$ cat src/rtl/serial_deser_if.sv
// Bundles the serial input, parallel valid/ready output and status signals of
// the serial-to-parallel receiver.
interface serial_deser_if #(
    parameter int WIDTH = 8
);
    localparam int CW = $clog2(WIDTH + 1);

    logic             sin;
    logic             sin_valid;
    logic             start;
    logic [WIDTH-1:0] dout;
    logic             dout_valid;
    logic             dout_ready;
    logic             busy;
    logic [CW-1:0]    bit_cnt;
    logic             overrun;
    logic             clr_ovr;

    modport master (
        output sin, sin_valid, start, dout_ready, clr_ovr,
        input  dout, dout_valid, busy, bit_cnt, overrun
    );

    modport slave (
        input  sin, sin_valid, start, dout_ready, clr_ovr,
        output dout, dout_valid, busy, bit_cnt, overrun
    );
endinterface

$ cat src/rtl/serial_deser.sv
// Serial-to-parallel receiver: collects WIDTH start-framed bits into a word and
// presents it through a single holding register with valid/ready and sticky overrun.
module serial_deser #(
    parameter int WIDTH     = 8,
    parameter bit MSB_FIRST = 1'b0
) (
    input  logic          clk,
    input  logic          reset,
    serial_deser_if.slave bus
);
    localparam int CW = $clog2(WIDTH + 1);

    typedef enum logic {S_IDLE, S_SHIFT} state_t;

    state_t           r_state;
    logic [WIDTH-1:0] r_shreg;
    logic [WIDTH-1:0] r_dout;
    logic             r_dout_valid;
    logic [CW-1:0]    r_bit_cnt;
    logic             r_overrun;

    logic [WIDTH-1:0] w_shreg_next;
    logic             w_restart;
    logic             w_shift;
    logic             w_complete;
    logic             w_hold_free;

    assign w_shreg_next = MSB_FIRST ? {r_shreg[WIDTH-2:0], bus.sin}
                                    : {bus.sin, r_shreg[WIDTH-1:1]};

    // A start strobe always wins, even on what would have been the final bit.
    assign w_restart   = bus.sin_valid & bus.start;
    assign w_shift     = bus.sin_valid & ~bus.start & (r_state == S_SHIFT);
    assign w_complete  = w_shift & (r_bit_cnt == CW'(WIDTH - 1));
    assign w_hold_free = ~r_dout_valid | bus.dout_ready;

    always_ff @(posedge clk or negedge reset) begin
        if (!reset) begin
            r_state      <= S_IDLE;
            r_shreg      <= '0;
            r_dout       <= '0;
            r_dout_valid <= 1'b0;
            r_bit_cnt    <= '0;
            r_overrun    <= 1'b0;
        end else begin
            if (w_restart) begin
                r_state   <= S_SHIFT;
                r_shreg   <= w_shreg_next;
                r_bit_cnt <= CW'(1);
            end else if (w_shift) begin
                r_shreg <= w_shreg_next;
                if (w_complete) begin
                    r_state   <= S_IDLE;
                    r_bit_cnt <= '0;
                end else begin
                    r_bit_cnt <= r_bit_cnt + CW'(1);
                end
            end

            // Holding register: reload on completion if free or being taken.
            if (w_complete && w_hold_free) begin
                r_dout       <= w_shreg_next;
                r_dout_valid <= 1'b1;
            end else if (r_dout_valid && bus.dout_ready) begin
                r_dout_valid <= 1'b0;
            end

            // Setting has priority over a simultaneous clear.
            if (w_complete && !w_hold_free) begin
                r_overrun <= 1'b1;
            end else if (bus.clr_ovr) begin
                r_overrun <= 1'b0;
            end
        end
    end

    assign bus.dout       = r_dout;
    assign bus.dout_valid = r_dout_valid;
    assign bus.busy       = (r_state == S_SHIFT);
    assign bus.bit_cnt    = r_bit_cnt;
    assign bus.overrun    = r_overrun;

endmodule

$ cat src/flat_wrapper.sv
// flat-port wrapper written by rule: the top's interface ports become plain ports
module serial_deser_flat 
#(
    parameter int WIDTH     = 8,
    parameter bit MSB_FIRST = 1'b0
)
  (clk, reset, bus_sin, bus_sin_valid, bus_start, bus_dout_ready, bus_clr_ovr, bus_dout, bus_dout_valid, bus_busy, bus_bit_cnt, bus_overrun);
  serial_deser_if #(.WIDTH(WIDTH)) bus_i ();
  input  logic clk;
  input  logic reset;
  input wire logic [$bits(bus_i.sin)-1:0] bus_sin;
  input wire logic [$bits(bus_i.sin_valid)-1:0] bus_sin_valid;
  input wire logic [$bits(bus_i.start)-1:0] bus_start;
  input wire logic [$bits(bus_i.dout_ready)-1:0] bus_dout_ready;
  input wire logic [$bits(bus_i.clr_ovr)-1:0] bus_clr_ovr;
  output wire logic [$bits(bus_i.dout)-1:0] bus_dout;
  output wire logic [$bits(bus_i.dout_valid)-1:0] bus_dout_valid;
  output wire logic [$bits(bus_i.busy)-1:0] bus_busy;
  output wire logic [$bits(bus_i.bit_cnt)-1:0] bus_bit_cnt;
  output wire logic [$bits(bus_i.overrun)-1:0] bus_overrun;
  assign bus_i.sin = bus_sin;
  assign bus_i.sin_valid = bus_sin_valid;
  assign bus_i.start = bus_start;
  assign bus_i.dout_ready = bus_dout_ready;
  assign bus_i.clr_ovr = bus_clr_ovr;
  assign bus_dout = bus_i.dout;
  assign bus_dout_valid = bus_i.dout_valid;
  assign bus_busy = bus_i.busy;
  assign bus_bit_cnt = bus_i.bit_cnt;
  assign bus_overrun = bus_i.overrun;
  serial_deser #(.WIDTH(WIDTH), .MSB_FIRST(MSB_FIRST)) u_core (.clk(clk), .reset(reset), .bus(bus_i));
endmodule
$ cat config.mk
export PLATFORM = sky130hd
export DESIGN_NAME = serial_deser_flat
export DESIGN_NICKNAME = d
export VERILOG_FILES = /design/src/rtl/serial_deser_if.sv /design/src/rtl/serial_deser.sv /design/src/flat_wrapper.sv
export SDC_FILE = /design/constraint.sdc
export NUM_CORES = 1
export LEC_CHECK = 0
export ABC_CLOCK_PERIOD_IN_PS = 2000
export BUFFER_PORTS_ARGS = -buffer_cell sky130_fd_sc_hd__buf_2
export CORE_UTILIZATION = 49
export CTS_CLUSTER_DIAMETER = 80
export CTS_CLUSTER_SIZE = 30
export DETAILED_ROUTE_END_ITERATION = 8
export PLACE_DENSITY_LB_ADDON = 0.2
export RECOVER_POWER = 100
export SLEW_MARGIN = 20
export SYNTH_ARGS = -nofsm -noshare
export SYNTH_HDL_FRONTEND = slang
export SYNTH_SLANG_ARGS = --single-unit
export TNS_END_PERCENT = 30
$ cat constraint.sdc
create_clock -name clk -period 2 [get_ports clk]
set_clock_uncertainty 0.05 [all_clocks]
set_input_delay 0.1 -clock clk [delete_from_list [all_inputs] [get_ports clk]]
set_output_delay 0.1 -clock clk [all_outputs]
set_load 0.03 [all_outputs]
==> results.py <==
metrics = {
    "setup_path": {
        "critPathKind": "flip-flop to flip-flop",
        "crit_required_ns": 2.14,
        "r2r-start": "u_core.bus.bit_cnt[0]",
        "r2r_end": "u_core.bus.dout[2]",
        "ff2ff_setup_slack_ns": 0.26,
        "crit_fanout": 8,
        "startpoint_type": "flip-flop",
        "rr_worst_depth": 5,
        "cp-end-kind": "flip-flop",
        "worstPathArrival_ns": 1.88,
    },
    "sta": {
        "hold_violations": 0,
        "slew_violations": 0,
        "tightest_slew_ns": 1.14,
        "setup_tns_ns": 0,
        "fin_crit_sh_pct": 87.0,
        "period_needed_ns": 1.74,
        "fmax_ghz": 0.575,
        "fin_ws_ns": 0.260,
        "slew_headroom_pct": 24.1,
        "rsz0062_at_grt": "no",
        "setup_viol": 0,
    },
    "route": {
        "wire_per_inst_microns": 12.9,
        "drtPass1Iterations": 4,
        "ant_nets": 0,
        "drt_iter0_markers": 3,
        "drc": 0,
        "vias_per_cell": 5.03,
        "finalWirelength_mm": 1.52,
        "vias": 593,
    },
    "cts": {
        "cts-root-buf": "clkbuf_4",
        "clock_latency_ns": 0.29,
        "clk_pin_slew_ns": 0.11,
        "cts_tree": "yes",
        "cts_buffers": 3,
        "htree_levels": 1,
        "cts_resized": 0,
        "clock_sinks": 22,
        "cts_buffer_depth": 2,
    },
    "place": {
        "preCtsSetupSlack_ns": 0.281,
        "placed_cells": 111,
        "dp_hpwl_mm": 1.10,
        "port_buffers": 21,
        "placed_cell_area_sq_um": 1080,
        "place_congestion": 0.702,
    },
    "floorplanning": {
        "coreArea_sq_um": 1780,
        "num_rows": 15,
        "die_area_sq_um": 2150,
        "initial_core_util_pct": 54.2,
        "die_y_microns": 46.4,
        "fp.dieW_microns": 46.4,
        "ios": 22,
    },
    "power_and_ir_drop": {
        "ir_worst_vdd_uv": 607,
        "p_leak_uw": 0.000514,
        "power_per_cell_area_nw_per_um2": 1200,
    },
    "worst_hold_path": {
        "min_to": "u_core.bus.bit_cnt[1]",
        "holdPathStages": 2,
        "hold_class": "input pin to flip-flop",
        "hp-start": "bus_start",
    },
    "synth": {
        "ys_ff_latch": 22,
        "yosys.cell_types.count": 25,
        "synth.avg_cell_area_sq_um": 14.4,
        "syn_nets": 75,
        "syn_inst": 67,
        "ys_warn_count": 0,
        "yosysSeqAreaShare_pct": 57.0,
        "syn_area_sq_um": 966,
    },
    "cells_and_area": {
        "final_nets": 102,
        "stdcell_count": 118,
        "seqCellArea_sq_um": 551,
        "drive_gt1_share_pct": 23.7,
        "final_core_util_pct": 61.5,
        "multi_input_area_sq_um": 345,
        "num_antenna_cells": 0,
        "final_cell_area_sq_um": 1100,
        "nFillCells": 157,
        "area_growth_pct": 13.6,
    },
    "grt": {
        "grt.total_usage_pct": 17.5,
        "grt_max_degree": 23,
        "grt_pass1_vias": 580,
        "grt_first_pass_wirelength_mm": 2.50,
        "overflow": 0,
        "antenna_found_initial": 0,
    },
    "outcome": {
        "status": "finished, final reports clean",
    },
    "job": {
        "max_cap_viol_count": 0,
    },
}
[cells in the final DEF, fill, tap and decap left out, drive strengths merged]
cell	n
a21o	1
a21oi	1
a221o	1
a22o	2
a31oi	1
and3b	1
and4b	2
buf	6
clkbuf	21
dfrtp	22
dlygate4sd3	3
ha	1
inv	2
mux2	15
nand2	4
nand2b	1
nand3b	1
nand4	1
nor2	1
nor2b	1
nor4	1
o21ai	1
o22a	1
o22ai	1
o2bb2ai	1
[cells in the mapped netlist]
| cell type | n | area share [%] |
|---|---|---|
| dfrtp_1 | 22 | 57 |
| mux2_4 | 8 | 12 |
| mux2_2 | 7 | 8.2 |
| nand2_1 | 4 | 1.6 |
| a22o_2 | 2 | 2.1 |
| and4b_1 | 2 | 2.1 |
| buf_2 | 2 | 1.0 |
| buf_6 | 2 | 2.3 |
| inv_1 | 2 | 0.78 |
| a21o_1 | 1 | 0.78 |
| a21oi_1 | 1 | 0.52 |
| a221o_1 | 1 | 1.0 |
| a31oi_1 | 1 | 0.65 |
| and3b_2 | 1 | 1.0 |
| ha_1 | 1 | 1.3 |
| nand2b_1 | 1 | 0.65 |
| nand3b_1 | 1 | 0.78 |
| nand4_1 | 1 | 0.65 |
| nor2_1 | 1 | 0.39 |
| nor2b_1 | 1 | 0.65 |
| nor4_1 | 1 | 0.65 |
| o21ai_2 | 1 | 0.91 |
| o22a_2 | 1 | 1.0 |
| o22ai_1 | 1 | 0.65 |
| o2bb2ai_1 | 1 | 0.91 |
[area by class of cell]
class | instances | share of cell area (%)
well taps | 25 | 2.85
inverters | 2 | 0.684
flip-flops and latches | 22 | 50.2
repair buffers | 26 | 11.5
clock buffers | 4 | 3.31
multi-input cells | 39 | 31.5
[repair_timing]
item / CTS / global route
setup buffers: 0 / 0
hold buffers: 3 / 0
hold endpoints to repair: 25 / 0
[flip-flops by register name, indices dropped and copies added (netlist names)]
signal                 count
u_core.bus.dout_valid      1
u_core.bus.busy            1
u_core.bus.dout            8
u_core.r_shreg             7
u_core.bus.bit_cnt         4
u_core.bus.overrun         1
[stage by stage]
step	hold WS, ns	total power, uW
floorplan	-0.246	1020
global placement	0.0336	1140
detailed placement	0.0393	1160
CTS	0.0151	1390
global route	0.0189	1410
finish	0.0194	1320
[logic make-up (layout without fill, tap and decap cells)]
group | Yosys count | after routing | synth area share [%]
DFF | 22 | 22 | 57.0
muxes | 15 | 15 | 20.6
and+or+nand+nor | 13 | 13 | 8.42
AOI/OAI and AO/OA | 10 | 10 | 8.55
buffers and inverters | 6 | 32 | 4.15
adders and majority gates | 1 | 1 | 1.30
[layer usage]
metal	vias to the layer above	wire length, microns	GRT usage, %
li1	296	-	-
met1	276	745	21.9
met2	16	685	27.5
met4	0	36	10.6
met5	-	0	0
met3	5	53	3.53
[power by group]
part	total, uW	switching, uW	leakage [uW]	internal (uW)
logic	419	263	0.000216	156
registers	666	96.0	0.000277	570
clock network	232	121	0.0000210	111
total	1320	480	0.000514	837
[worst max-delay path, cell delays in order, from the launching register on]
cell and delay (ns):
dfrtp_1 0.43, ha_1 0.18, and4b_1 0.26, and4b_1 0.19
buf_4 0.17, mux2_1 0.34
[worst max path at each step]
stage                           from                 end  slack [ns]  depth (start not counted)
4_1_cts        u_core.bus.bit_cnt[0]  u_core.bus.dout[1]        0.26                          5
3_5_place_dp   u_core.bus.bit_cnt[0]  u_core.bus.dout[0]        0.28                          5
5_1_grt        u_core.bus.bit_cnt[0]  u_core.bus.dout[2]        0.14                          5
2_1_floorplan  u_core.bus.bit_cnt[0]  u_core.bus.dout[0]        0.18                          5
6_report       u_core.bus.bit_cnt[0]  u_core.bus.dout[2]        0.26                          5
3_3_place_gp   u_core.bus.bit_cnt[0]  u_core.bus.dout[5]        0.31                          5
Note: power is estimated with default switching activity, not from simulation.
